### src/rtl/maze_pkg.sv
// maze_pkg: shared codes and state encodings for the maze move sequencer
package maze_pkg;
  typedef enum logic [2:0] {MV_STOP, MV_FWD, MV_LEFT, MV_RIGHT, MV_UTURN} move_t;
  typedef enum logic [1:0] {HD_N, HD_E, HD_S, HD_W} heading_t;
  localparam logic [1:0] MC_NONE  = 2'b00;
  localparam logic [1:0] MC_ADV   = 2'b01;
  localparam logic [1:0] MC_LEFT  = 2'b10;
  localparam logic [1:0] MC_RIGHT = 2'b11;
  localparam logic [1:0] FC_NONE    = 2'b00;
  localparam logic [1:0] FC_TIMEOUT = 2'b01;
  localparam logic [1:0] FC_OOB     = 2'b10;
  localparam logic [1:0] FC_ILLEGAL = 2'b11;
  typedef enum logic [2:0] {S_IDLE, S_ROT1, S_ROT2, S_ADV, S_SETTLE, S_SENSE, S_DONE, S_HALT} state_t;
endpackage

### src/rtl/maze_pose_tracker.sv
// maze_pose_tracker: heading and grid position, next-cell lookahead and bounds check
module maze_pose_tracker
  import maze_pkg::*;
#(
  parameter int GRID    = 9,
  parameter int START_X = 4,
  parameter int START_Y = 8
) (
  input  logic       clk,
  input  logic       rst_n,
  input  logic       rot,
  input  logic       rot_left,
  input  logic       adv,
  output logic [1:0] heading,
  output logic [3:0] pos_x,
  output logic [3:0] pos_y,
  output logic       oob
);
  logic [1:0] hd_nx;
  logic [4:0] nx, ny;
  // lookahead uses the post-rotation heading so a rotate finishing this cycle is checked correctly
  always_comb begin
    hd_nx = rot ? heading + (rot_left ? 2'd3 : 2'd1) : heading;
    nx = {1'b0, pos_x} + (hd_nx == HD_E ? 5'd1 : hd_nx == HD_W ? 5'h1f : 5'd0);
    ny = {1'b0, pos_y} + (hd_nx == HD_S ? 5'd1 : hd_nx == HD_N ? 5'h1f : 5'd0);
  end
  assign oob = (nx >= 5'(GRID)) || (ny >= 5'(GRID));
  always_ff @(posedge clk or negedge rst_n)
    if (!rst_n) begin
      heading <= HD_N;
      pos_x   <= 4'(START_X);
      pos_y   <= 4'(START_Y);
    end else begin
      heading <= hd_nx;
      if (adv) begin
        pos_x <= nx[3:0];
        pos_y <= ny[3:0];
      end
    end
endmodule

### src/rtl/maze_move_sequencer.sv
// maze_move_sequencer: turns move codes into motor jobs, tracks pose, samples walls, halts on exit/fault
module maze_move_sequencer
  import maze_pkg::*;
#(
  parameter int GRID        = 9,
  parameter int START_X     = 4,
  parameter int START_Y     = 8,
  parameter int EXIT_X      = 4,
  parameter int EXIT_Y      = 0,
  parameter int SETTLE_CYC  = 4,
  parameter int TIMEOUT_CYC = 1000
) (
  input  logic       clk,
  input  logic       rst_n,
  input  logic       cmd_valid,
  input  logic [2:0] cmd_move,
  output logic       cmd_ready,
  output logic       mot_start,
  output logic [1:0] mot_cmd,
  input  logic       mot_done,
  input  logic       wall_l,
  input  logic       wall_m,
  input  logic       wall_r,
  output logic       sense_valid,
  output logic [2:0] walls_out,
  output logic [3:0] pos_x,
  output logic [3:0] pos_y,
  output logic [1:0] heading,
  output logic       exit_reached,
  output logic       fault,
  output logic [1:0] fault_code
);
  localparam int TW = $clog2(TIMEOUT_CYC + 1);
  localparam int SW = $clog2(SETTLE_CYC + 1);
  state_t state;
  logic [TW-1:0] timer;
  logic [SW-1:0] settle;
  logic left, uturn, oob, rot, adv;
  assign rot = (state == S_ROT1 || state == S_ROT2) && mot_done;
  assign adv = (state == S_ADV) && mot_done;
  maze_pose_tracker #(.GRID(GRID), .START_X(START_X), .START_Y(START_Y)) u_pose (
    .clk(clk), .rst_n(rst_n), .rot(rot), .rot_left(left), .adv(adv),
    .heading(heading), .pos_x(pos_x), .pos_y(pos_y), .oob(oob)
  );
  always_ff @(posedge clk or negedge rst_n)
    if (!rst_n) begin
      state        <= S_IDLE;
      cmd_ready    <= 1'b1;
      mot_start    <= 1'b0;
      mot_cmd      <= MC_NONE;
      sense_valid  <= 1'b0;
      walls_out    <= 3'b000;
      exit_reached <= 1'b0;
      fault        <= 1'b0;
      fault_code   <= FC_NONE;
      timer        <= '0;
      settle       <= '0;
      left         <= 1'b0;
      uturn        <= 1'b0;
    end else begin
      mot_start   <= 1'b0;
      sense_valid <= 1'b0;
      case (state)
        S_IDLE:
          if (cmd_valid) begin
            timer <= '0;
            if (cmd_move == MV_FWD) begin
              cmd_ready <= 1'b0;
              if (oob) begin
                state      <= S_HALT;
                fault      <= 1'b1;
                fault_code <= FC_OOB;
              end else begin
                state     <= S_ADV;
                mot_start <= 1'b1;
                mot_cmd   <= MC_ADV;
              end
            end else if (cmd_move inside {MV_LEFT, MV_RIGHT, MV_UTURN}) begin
              cmd_ready <= 1'b0;
              state     <= S_ROT1;
              mot_start <= 1'b1;
              mot_cmd   <= cmd_move == MV_LEFT ? MC_LEFT : MC_RIGHT;
              left      <= cmd_move == MV_LEFT;
              uturn     <= cmd_move == MV_UTURN;
            end else if (cmd_move != MV_STOP) begin
              cmd_ready  <= 1'b0;
              state      <= S_HALT;
              fault      <= 1'b1;
              fault_code <= FC_ILLEGAL;
            end
          end
        S_ROT1, S_ROT2, S_ADV:
          // a done arriving on the expiry cycle is checked first, so it beats the timeout
          if (mot_done) begin
            timer <= '0;
            if (state == S_ROT1 && uturn) begin
              state     <= S_ROT2;
              mot_start <= 1'b1;
              mot_cmd   <= MC_RIGHT;
              left      <= 1'b0;
            end else if (state == S_ADV) begin
              state   <= S_SETTLE;
              settle  <= '0;
              mot_cmd <= MC_NONE;
            end else if (oob) begin
              state      <= S_HALT;
              fault      <= 1'b1;
              fault_code <= FC_OOB;
              mot_cmd    <= MC_NONE;
            end else begin
              state     <= S_ADV;
              mot_start <= 1'b1;
              mot_cmd   <= MC_ADV;
            end
          end else if (timer == TW'(TIMEOUT_CYC)) begin
            state      <= S_HALT;
            fault      <= 1'b1;
            fault_code <= FC_TIMEOUT;
            mot_cmd    <= MC_NONE;
          end else
            timer <= timer + 1'b1;
        S_SETTLE:
          if (settle == SW'(SETTLE_CYC - 1)) begin
            state       <= S_SENSE;
            sense_valid <= 1'b1;
            walls_out   <= {wall_l, wall_m, wall_r};
          end else
            settle <= settle + 1'b1;
        S_SENSE:
          if (pos_x == 4'(EXIT_X) && pos_y == 4'(EXIT_Y)) begin
            state        <= S_DONE;
            exit_reached <= 1'b1;
          end else begin
            state     <= S_IDLE;
            cmd_ready <= 1'b1;
          end
        default: ;
      endcase
    end
endmodule

### config.mk
export PLATFORM = sky130hd
export DESIGN_NAME = maze_move_sequencer
export DESIGN_NICKNAME = d
export VERILOG_FILES = /design/src/rtl/maze_pkg.sv /design/src/rtl/maze_pose_tracker.sv /design/src/rtl/maze_move_sequencer.sv
export SDC_FILE = /design/constraint.sdc
export NUM_CORES = 1
export LEC_CHECK = 0
export CAP_MARGIN = 0
export CORE_MARGIN = 4
export CORE_UTILIZATION = 54
export CTS_CLUSTER_DIAMETER = 50
export CTS_CLUSTER_SIZE = 20
export DETAILED_ROUTE_END_ITERATION = 6
export HOLD_SLACK_MARGIN = 0.08
export PLACE_DENSITY_LB_ADDON = 0.2
export SETUP_SLACK_MARGIN = 0.2
export SYNTH_ARGS = -nofsm -noshare
export SYNTH_HDL_FRONTEND = slang
export SYNTH_SLANG_ARGS = --single-unit
### constraint.sdc
create_clock -name clk -period 3.9 [get_ports clk]
set_input_delay 0.585 -clock clk [delete_from_list [all_inputs] [get_ports clk]]
set_output_delay 0.585 -clock clk [all_outputs]
set_load 0.05 [all_outputs]
==> results.json, run 1 <==
{
  "vias_per_cell": 5.94,
  "p_leak_nw": 1.47,
  "grt.total_usage_pct": 22.9,
  "drtPass1Iterations": 7,
  "crit_top_cell": "buf_4",
  "grt_pass1_vias": 2562,
  "start_util_pct": 56.7,
  "multi_input_area_sq_um": 1750,
  "cts_tree": "yes",
  "ioPinCount": 32,
  "preCtsSetupSlack_ns": -0.268,
  "finalCriticalPeriod_ns": 3.57,
  "drive_above_1_share_pct": 21.0,
  "ys_ff_latch": 40,
  "num_rows": 26,
  "arrival_ns": 3.75,
  "instances_no_fill": 437,
  "muxShareOfSynthArea_pct": 3.46,
  "yosys.area_share.simple_pct": 23.9,
  "critPathTopFamily": "compound AO/OA/AOI/OAI gates",
  "path_buf_inv": 3,
  "ir_drop_mv": 0.447,
  "worst_skew_pair.late_latency_ns": 0.30,
  "drt_wl_total_mm": 7.03,
  "core-area_sq_um": 5170,
  "whs_ns": 0.408,
  "synth-compound-area-share_pct": 21.3,
  "netlist_area_sq_um": 2930,
  "yosys.area_share.xor_xnor_pct": 5.38,
  "num_vias": 2597,
  "ant_nets": 0,
  "max_freq_mhz": 280,
  "timing.slew.headroom_pct": 39.1,
  "grt_max_degree": 41,
  "overflow": 0,
  "yosysSeqAreaShare_pct": 34.3,
  "n_antenna_cell": 0,
  "die_y_um": 81.7,
  "synth_cell_types": 70,
  "synth_fa_ha_area_share_pct": 3.41,
  "syn_inst": 321,
  "rsz0062_at_grt": "no",
  "place_hpwl_mm": 5.00,
  "dpl-instance-area_sq_um": 3320,
  "drv_slew": 0,
  "cts_made_buffers": 5,
  "synth_top_family_by_area": "simple AND/OR/NAND/NOR gates",
  "maxCapViolations": 0,
  "n_fill_cell": 427,
  "antenna_found_initial": 0,
  "slowest_delay_ns": 0.49,
  "dieWidth_um": 81.7,
  "seq_area_sq_um": 1010,
  "status": "finished clean",
  "drc_errors": 0,
  "ys.flop_type": "dfrtp_1",
  "finalHoldViolations": 0,
  "crit_path_end_kind": "flop",
  "grt_pass1_wl_mm": 11.9,
  "routabilityCongestion": 0.929,
  "yosys_warnings": 0,
  "cts.clk_slew.worst_paths_ns": 0.08,
  "netlist_top_cells_area": "dfrtp_1 32%, o21ai_0 4.4%, mux2_2 3.5%",
  "synth-edff-count": 0,
  "path_cells": "xnor2_4 -> nor3_1 -> buf_4 -> or2_2 -> ha_1 -> ha_2 -> buf_4 -> and3_2 -> a31oi_1 -> a31o_1 -> buf_4 -> nand3_1 -> nand4b_4 -> a31oi_1 -> o311a_1 -> o221a_1",
  "fin_nets": 384,
  "cp-start-kind": "flop",
  "die_area_sq_um": 6670,
  "worst_path_max_delay_cell": "dfrtp_2",
  "synth_top_area_cell": "dfrtp_1",
  "worst_slew_pin_slew_ns": 0.914,
  "critPathMaxFanout": 5,
  "p_per_area_nw_per_um2": 928,
  "syn_nets": 339,
  "port_buffers": 31,
  "cp.required_ns": 4.08,
  "root_buffer": "clkbuf_8",
  "placed_cells": 426,
  "syn2layout_area_growth_pct": 19.2,
  "crit_type": "reg2reg",
  "synth_area_per_cell_sq_um": 9.14,
  "clock_skew_ns": 0.00996,
  "min_path_type": "in2async",
  "design_area_sq_um": 3500,
  "period_share_pct": 91.6,
  "clockBufferDepth": 2,
  "setup_viol_count_final": 0,
  "wl_per_cell_um": 16.1,
  "async_reset_ff_share_pct": 100,
  "setup_ws_ns": 0.329,
  "cts_max_level": 2,
  "clock_sink_count": 40,
  "drt_iter0_markers": 141,
  "netlist.area_leader.share_pct": 31.6
}
-- registers in the layout, summed over array words and instances (netlist names) --
| register | flops |
|---|---|
| cmd_ready | 1 |
| exit_reached | 1 |
| fault | 1 |
| fault_code | 2 |
| left | 1 |
| mot_cmd | 2 |
| mot_start | 1 |
| sense_valid | 1 |
| settle | 3 |
| state | 3 |
| timer | 10 |
| u_pose.heading | 2 |
| u_pose.pos_x | 4 |
| u_pose.pos_y | 4 |
| uturn | 1 |
| walls_out | 3 |
-- Yosys cell counts (all sizes together), types with 2 or more instances --
library cell	instances
a41o	4
xor2	9
buf	8
nor3	10
or4	4
or2	4
nand4b	3
clkbuf	11
nand2	22
ha	8
a22oi	4
and2	5
a21oi	15
o221ai	3
o21ai	26
nor2b	6
dfrtp	37
xnor2	6
o211ai	3
nand4	8
inv	16
nor2	28
or3	3
mux2	9
a21o	3
a211oi	3
nor4b	2
dfstp	3
nor4	4
and3	5
nand3	16
nand2b	5
a41oi	2
o22ai	2
a31oi	4
a2111oi	2
-- routing by layer --
metal / share of wire, % / track usage [%] / vias up / routed length [um]
met5: 0 / 0 / - / 0
met4: 1.5 / 9.80 / 0 / 108
met3: 5.9 / 3.73 / 14 / 415
met2: 49 / 38.1 / 99 / 3440
met1: 44 / 29.5 / 1217 / 3070
li1: - / - / 1267 / -
-- what timing repair did --
item                       4_1_cts  5_1_grt
hold buffers                     0        0
setup endpoints to repair        5        7
resized for setup                4       13
pin swaps                        3        3
buffers inserted                 1        2
-- stage by stage --
| step | power [mW] | util, % | TNS [ns] |
|---|---|---|---|
| after floorplan | 2.29 | - | 0 |
| after global placement | 2.76 | 64.1 | -0.451 |
| after detailed placement | 2.80 | 64.1 | -1.10 |
| after CTS | 3.14 | 66.3 | 0 |
| after global routing | 3.48 | 67.6 | 0 |
| final | 3.25 | 67.6 | 0 |
-- kinds of logic after synthesis --
logic type | after synthesis
simple gates | 129
compound gates | 85
flops | 40
buf+inv | 35
xor+xnor | 15
mux | 9
fa+ha+maj | 8
-- layout make-up --
type,count,area share [%]
inverters,16,1.72
well taps,70,2.51
multi-input cells,246,50.0
flip-flops and latches,40,28.8
repair buffers,57,14.3
clock buffers,8,2.58
-- report_power, final --
| group | internal (mW) | switching (mW) | total, mW |
|---|---|---|---|
| Sequential | 0.567 | 0.213 | 0.780 |
| Clock | 0.144 | 0.146 | 0.290 |
| Combinational | 0.901 | 1.27 | 2.18 |
| Total | 1.61 | 1.63 | 3.25 |
-- path summary, 6_finish.rpt --
path                       slack (ns)            startpoint                           to  cells past startpoint
max                              0.33  state[0]$_DFFE_PN0P_         state[2]$_DFFE_PN0P_                     16
min                              0.41                 rst_n  u_pose.pos_y[2]$_DFFE_PN0P_                      1
max reg2reg                      0.33  state[0]$_DFFE_PN0P_         state[2]$_DFFE_PN0P_                     16
min reg2reg                      0.48     fault$_DFFE_PN0P_            fault$_DFFE_PN0P_                      1
max in group asynchronous        2.85                 rst_n         state[1]$_DFFE_PN0P_                      1
min in group clk                 0.48     fault$_DFFE_PN0P_            fault$_DFFE_PN0P_                      1
-- worst register-to-register path: stages, from the launching register on --
cell	delay, ns
dfrtp_2	0.49
xnor2_4	0.24
nor3_1	0.09
buf_4	0.14
or2_2	0.29
ha_1	0.22
ha_2	0.21
buf_4	0.15
and3_2	0.21
a31oi_1	0.17
a31o_1	0.24
buf_4	0.14
nand3_1	0.10
nand4b_4	0.14
a31oi_1	0.10
o311a_1	0.32
o221a_1	0.23
-- cells in the final DEF (no fill, tap or decap), drive strengths merged, types with 2 or more instances in the layout --
cell type and count:
nor4 4, xor2 9, o21ai 26, inv 16, xnor2 6, a211oi 3, clkbuf 8, nor2b 6
a22oi 4, or2 4, o211ai 3, o221ai 3, nand4b 3, buf 27, nand4 8, a21o 3
a2111oi 2, clkdlybuf4s50 29, nand2b 5, a41oi 2, or3 3, and3 5, nor4b 2, o22ai 2
or4 4, nor3 10, a21oi 15, nor2 28, a41o 4, a31oi 4, mux2 9, ha 8
nand3 16, dfrtp 37, and2 5, nand2 22, dfstp 3
(Power assumes the default switching activity.)
==> run 2: changes to the inputs <==
--- a/config.mk
+++ b/config.mk
@@ -5,6 +5,7 @@
 export SDC_FILE = /design/constraint.sdc
 export NUM_CORES = 1
 export LEC_CHECK = 0
+export ABC_AREA = 1
 export CAP_MARGIN = 0
 export CORE_MARGIN = 4
 export CORE_UTILIZATION = 54
==> run 2 against run 1 <==
Compared with the run above: first-iteration DRC count is 4.3% lower; largest power group unchanged; sequential cell count stayed put; synthesized cell count is 12% higher; worst setup slack better by 0.65 ns; via count is 5.3% lower; clock-buffer cell count is 2 lower; combinational power is 15% lower; routed wire length is 18% lower; critical path depth is 4 higher; non-clock buffer count is 25 lower; hold slack better by 0.0031 ns; clock power is 25% higher.
==> results.json, run 2 <==
{
  "syn_nets": 377,
  "drt_wl_total_mm": 5.75,
  "status": "finished clean",
  "slowest_delay_ns": 0.61,
  "routabilityCongestion": 0.899,
  "rsz0062_at_grt": "no",
  "drc_errors": 0,
  "grt.total_usage_pct": 21.0,
  "cts_setup_buffers": 0,
  "wl_per_cell_um": 12.8,
  "syn_inst": 359,
  "synth-edff-count": 0,
  "period_share_pct": 74.9,
  "start_util_pct": 57.3,
  "num_rows": 24,
  "final_cell_mix": "110 x nand2_1, 53 x inv_1, 37 x dfrtp_1, 32 x nor2_1, 30 x clkdlybuf4s50_1",
  "root_buffer": "clkbuf_8",
  "n_antenna_cell": 0,
  "cts_max_level": 2,
  "cts.clk_slew.worst_paths_ns": 0.09,
  "path_buf_inv": 5,
  "drv_slew": 0,
  "synth_area_per_cell_sq_um": 7.14,
  "grt_max_degree": 41,
  "synth_top_area_cell": "dfrtp_1",
  "finalCriticalPeriod_ns": 2.92,
  "largest_register": "timer",
  "worst_slew_pin_slew_ns": 0.897,
  "cts_resized": 0,
  "setup_ws_ns": 0.980,
  "ant_nets": 0,
  "whs_ns": 0.412,
  "drtPass1Iterations": 5,
  "overflow": 0,
  "yosysSeqAreaShare_pct": 39.2,
  "netlist.area_leader.share_pct": 36.1,
  "vias_per_cell": 5.48,
  "crit_top_cell": "nand2_1",
  "max_freq_mhz": 342,
  "p_leak_nw": 1.52,
  "core-area_sq_um": 4470,
  "worst_path_max_delay_cell": "clkdlybuf4s50_1",
  "critPathTopFamily": "simple AND/OR/NAND/NOR gates",
  "timing.slew.headroom_pct": 40.2,
  "async_reset_ff_share_pct": 100,
  "die_area_sq_um": 5910,
  "grt_pass1_vias": 2237,
  "power_mw": 2.94,
  "crit_type": "in2reg",
  "final_common_cell": "nand2_1",
  "netlist_top_cells_area": "dfrtp_1 36%, nand2_1 16%, inv_1 7.8%",
  "ir_drop_mv": 0.393,
  "fin_nets": 414,
  "critPathMaxFanout": 7,
  "seq_area_sq_um": 1000,
  "yosysMostFrequentCell": "nand2_1",
  "p_per_area_nw_per_um2": 962,
  "cts_made_buffers": 5,
  "preCtsSetupSlack_ns": 0.679,
  "cts_tree": "yes",
  "num_vias": 2460,
  "netlist_area_sq_um": 2560,
  "port_buffers": 31,
  "ys_top_cells_by_count": "110 x nand2_1, 53 x inv_1, 37 x dfrtp_1",
  "ys.flop_type": "dfrtp_1",
  "dieWidth_um": 76.9,
  "n_fill_cell": 381,
  "crit_path_end_kind": "flop",
  "cp-start-kind": "primary input",
  "setup_viol_count_final": 0,
  "grt_pass1_wl_mm": 10.1,
  "ctsHoldBuffers": 0,
  "yosys_warnings": 0,
  "cp.required_ns": 4.14,
  "drive_above_1_share_pct": 11.6,
  "antenna_found_initial": 0,
  "syn2layout_area_growth_pct": 19.1,
  "min_path_type": "in2async",
  "ioPinCount": 32,
  "reg_top3": "timer: 10 flops, u_pose.pos_x: 4 flops, u_pose.pos_y: 4 flops",
  "synth_cell_types": 37,
  "multi_input_area_sq_um": 1340,
  "worst_skew_pair.late_latency_ns": 0.30,
  "setup_tns_ns": 0,
  "largest_register_ffs": 10,
  "clockBufferDepth": 2,
  "finalHoldViolations": 0,
  "clock_skew_ns": 0.0120,
  "clock_sink_count": 40,
  "maxCapViolations": 0,
  "arrival_ns": 3.16,
  "ys_ff_latch": 40,
  "path_cells": "clkdlybuf4s50_1 -> inv_1 -> nor3_2 -> nand2_1 -> nand2_4 -> nand3_1 -> nand2_1 -> inv_1 -> ha_1 -> inv_1 -> nand2_1 -> inv_1 -> nand2_1 -> nand3_1 -> nand3_2 -> nand4_2 -> nand3_2 -> nand2_1 -> nand3_1 -> nand2_1",
  "die_y_um": 76.9,
  "place_hpwl_mm": 4.41,
  "drt_iter0_markers": 135
}
-- run 2: cell types whose count changed in the layout (fill, tap and decap cells not counted), sizes merged, moves of 9 or more --
cell / before / now
nand2: 22 / 123
mux2: 9 / 0
xor2: 9 / 0
inv: 16 / 57
buf: 27 / 2
nor2: 28 / 37
nand3: 16 / 29
-- run 2: cell families after synthesis --
group                      Yosys count  share of synthesized area, %
AOI/OAI and AO/OA                   43                          9.77
adders and majority gates            8                          3.91
buffers and inverters               59                          8.69
DFF                                 40                          39.2
and+or+nand+nor                    209                          38.4
-- run 2: cell type report --
type,count,area share [%]
clock inverter,2,1.27
multi-input combinational,260,43.7
tap,52,2.13
sequential,40,32.9
clock buffer,6,2.70
inverter,57,7.01
timing repair buffer,32,10.2
-- run 2: path summary, 6_finish.rpt --
kind                                     startpoint                   endpoint  slack [ns]  depth (start not counted)
max in group asynchronous                     rst_n       state[0]$_DFFE_PN0P_        2.93                          1
setup reg to reg               state[2]$_DFFE_PN0P_       state[2]$_DFFE_PN0P_        1.32                         20
hold / removal                                rst_n  fault_code[0]$_DFFE_PN0P_        0.41                          1
hold reg to reg            exit_reached$_DFFE_PN0P_   exit_reached$_DFFE_PN0P_        0.47                          1
setup / recovery                           mot_done       state[2]$_DFFE_PN0P_        0.98                         20
min in group clk           exit_reached$_DFFE_PN0P_   exit_reached$_DFFE_PN0P_        0.47                          1
-- run 2: layer usage --
layer	track usage (%)	part of all wire (%)
met5	0	0
met4	7.79	2.0
met3	4.22	4.8
met2	33.7	47
met1	27.8	46
-- run 2: power breakdown --
part	internal, mW	total, mW	switching [mW]
Combinational	0.596	1.85	1.26
Sequential	0.575	0.720	0.145
Clock	0.209	0.362	0.153
Total	1.38	2.94	1.56
-- run 2: through the flow --
| stage | area [sq um] | cells | util [%] |
|---|---|---|---|
| floorplan | 2560 | 359 | - |
| global placement | 2930 | 441 | 65.5 |
| detailed placement | 2930 | 441 | 65.5 |
| CTS | 3050 | 449 | 68.2 |
| global route | 3050 | 449 | 68.2 |
| finish | 3050 | 449 | 68.2 |
-- run 2: worst reg2reg max path, cell delays in order, from the launching register on --
cell	delay [ns]
dfrtp_1	0.49
inv_2	0.17
nand2_4	0.08
nor2_4	0.11
nand2_2	0.08
nand2_1	0.08
nand2_2	0.08
nand2_1	0.14
nand2_1	0.09
nand2_1	0.08
inv_1	0.05
ha_1	0.20
nand3_1	0.08
nand2_1	0.06
nand2_1	0.05
a21boi_2	0.23
nand4_2	0.15
nand3_2	0.10
nand2_1	0.06
nand3_1	0.06
nand2_1	0.05
==> run 3: changes to the inputs <==
--- a/config.mk
+++ b/config.mk
@@ -8,7 +8,7 @@
 export ABC_AREA = 1
 export CAP_MARGIN = 0
 export CORE_MARGIN = 4
-export CORE_UTILIZATION = 54
+export CORE_UTILIZATION = 50
 export CTS_CLUSTER_DIAMETER = 50
 export CTS_CLUSTER_SIZE = 20
 export DETAILED_ROUTE_END_ITERATION = 6
==> constraint.sdc (replaced) <==
create_clock -name clk -period 2.6 [get_ports clk]
set_input_delay 0.39 -clock clk [delete_from_list [all_inputs] [get_ports clk]]
set_output_delay 0.39 -clock clk [all_outputs]
set_load 0.05 [all_outputs]
==> run 3 against run 2 <==
Compared with the run above: via count rose by 0.61%; core utilization rose by 2.9 points; critical path depth did not move; cell count rose by 8.7%; combinational power rose by 91%; clock-buffer cell count rose by 1; largest cell class unchanged.
==> results.json, run 3 (synthesis gave the netlist of run 2 again) <==
{
  "dr_wl_met3_um": 376,
  "clockBufferDepth": 2,
  "instances_no_fill": 488,
  "vias_per_cell": 5.07,
  "rsz0062_at_grt": "yes",
  "finalCriticalPeriod_ns": 2.46,
  "hold_path.startpoint": "exit_reached$_DFFE_PN0P_",
  "timing.rr.end": "state[2]$_DFFE_PN0P_",
  "dpl-instance-area_sq_um": 3090,
  "antenna_found_initial": 0,
  "wl_met1_mm": 2.76,
  "critPathMaxFanout": 4,
  "drive_above_1_share_pct": 25.9,
  "period_share_pct": 94.8,
  "grt_pass1_wl_mm": 10.1,
  "min_delay_path_depth": 1,
  "place_hpwl_mm": 4.64,
  "cts_max_level": 2,
  "timing.slew.headroom_pct": 66.1,
  "drt_iter0_markers": 152,
  "ant_nets": 0,
  "ir_drop_mv": 0.755,
  "n_fill_cell": 390,
  "dieWidth_um": 79.6,
  "final_cell_mix": "93 x nand2_1, 47 x inv_1, 33 x dfrtp_1, 29 x clkdlybuf4s50_1, 28 x nor2_1",
  "maxCapViolations": 0,
  "cp-start-kind": "flop",
  "p_leak_nw": 1.67,
  "setup_ws_ns": 0.136,
  "num_rows": 25,
  "finalHoldViolations": 0,
  "worst_slew_pin_slew_ns": 0.507,
  "cp.required_ns": 2.79,
  "wl_met2_mm": 3.07,
  "setup_viol_count_final": 0,
  "syn2layout_area_growth_pct": 34.7,
  "port_buffers": 31,
  "routabilityCongestion": 0.898,
  "num_vias": 2475,
  "drt_wl_total_mm": 6.32,
  "drtPass1Iterations": 4,
  "die_area_sq_um": 6330,
  "min_path_type": "reg2reg",
  "grt.total_usage_pct": 20.1,
  "overflow": 0,
  "cts.clk_slew.worst_paths_ns": 0.07,
  "core-area_sq_um": 4850,
  "crit_type": "reg2reg",
  "grt_max_degree": 22,
  "ff2ff_setup_slack_ns": 0.14,
  "grt_pass1_vias": 2270,
  "r2r-start": "state[1]$_DFFE_PN0P_",
  "fin_nets": 438,
  "largest_register": "timer",
  "clock_skew_ns": 0.00744,
  "final_common_cell": "nand2_1",
  "root_buffer": "clkbuf_8",
  "cts_tree": "yes",
  "wl_per_cell_um": 13.0,
  "die_y_um": 79.6,
  "start_util_pct": 52.9,
  "status": "finished clean",
  "max_freq_mhz": 406,
  "reg_top3": "timer: 10 flops, u_pose.pos_x: 4 flops, u_pose.pos_y: 4 flops",
  "placed_cells": 474,
  "crit_path_end_kind": "flop",
  "highest_layer": "met4",
  "preCtsSetupSlack_ns": -0.181,
  "largest_register_ffs": 10,
  "drc_errors": 0,
  "clock_sink_count": 40,
  "r2r_cells": 20,
  "design_area_sq_um": 3450,
  "arrival_ns": 2.66,
  "worst_skew_pair.late_latency_ns": 0.30,
  "setup_tns_ns": 0,
  "n_antenna_cell": 0,
  "hold_end": "exit_reached$_DFFE_PN0P_",
  "ioPinCount": 32,
  "drv_slew": 0,
  "cts_made_buffers": 5,
  "p_per_area_nw_per_um2": 1500
}
[run 3: cell count changes in the layout (fill, tap and decap cells not counted), moves of 5 or more]
cell | before | now
buf_4 | 1 | 23
nand2_1 | 110 | 93
nand2_2 | 9 | 22
inv_1 | 53 | 47
inv_2 | 4 | 10
nand3_1 | 24 | 18
nand3_4 | 0 | 5
[run 3: report_power, final]
group	total, mW	switching (mW)	internal [mW]
Combinational	3.53	2.22	1.30
Sequential	1.09	0.216	0.869
Clock	0.562	0.224	0.339
Total	5.18	2.66	2.51
[run 3: critical path, cell delays in order, from the launching register on]
cell and delay, ns:
dfrtp_2 0.45, nand2_2 0.11, nand2_4 0.08, nor2_4 0.20
nand2_4 0.11, nand2_2 0.08, nand2_2 0.07, nand2_2 0.09
nand2_2 0.06, nand2_2 0.08, inv_2 0.04, ha_4 0.15
nand3_1 0.08, nand2_1 0.05, nand2_1 0.06, a21boi_4 0.25
nand4_4 0.15, nand3_4 0.10, nand2_2 0.05, nand3_1 0.06
nand2_1 0.05
[run 3: repair_timing]
action / CTS / global route
endpoints found under the setup margin: 5 / 13
buffers inserted: 3 / 2
gates resized for setup: 3 / 49
endpoints found under the hold margin: 16 / 0
hold buffers: 1 / 0
pin swaps: 4 / 30
[run 3: stage by stage]
stage               hold slack (ns)  utilization [%]  total power [mW]
floorplan                    0.0944                -              3.14
global placement              0.382             63.7              4.00
detailed placement            0.380             63.7              4.05
CTS                           0.479             67.1              4.67
global route                  0.516             71.2              5.58
finish                        0.474             71.2              5.18
[run 3: area by class of cell]
| cell class | count | area, sq um | area share [%] |
|---|---|---|---|
| Clock inverter | 1 | 30.0 | 0.870 |
| Timing Repair Buffer | 56 | 502 | 14.5 |
| Inverter | 57 | 214 | 6.20 |
| Multi-Input combinational cell | 260 | 1520 | 43.9 |
| Clock buffer | 7 | 96.3 | 2.79 |
| Sequential cell | 40 | 1010 | 29.3 |
| Tap cell | 67 | 83.8 | 2.43 |
[run 3: metal layers]
| metal | vias to the layer above | track usage [%] |
|---|---|---|
| met4 | 0 | 4.98 |
| met3 | 13 | 4.29 |
| met2 | 65 | 33.6 |
| met1 | 1121 | 26.4 |
| li1 | 1276 | - |
| met5 | - | 0 |
[run 3: how the worst max path moves through the flow]
stage / from / endpoint / slack, ns / cells after the start
4_1_cts: state[1]$_DFFE_PN0P_ / state[2]$_DFFE_PN0P_ / 0.20 / 21
5_1_grt: state[1]$_DFFE_PN0P_ / mot_start$_DFF_PN0_ / -0.02 / 20
2_1_floorplan: u_pose.heading[0]$_DFF_PN0_ / state[2]$_DFFE_PN0P_ / 0.30 / 19
3_3_place_gp: mot_done / state[2]$_DFFE_PN0P_ / -0.17 / 19
3_5_place_dp: mot_done / state[2]$_DFFE_PN0P_ / -0.18 / 19
6_report: state[1]$_DFFE_PN0P_ / state[2]$_DFFE_PN0P_ / 0.14 / 20
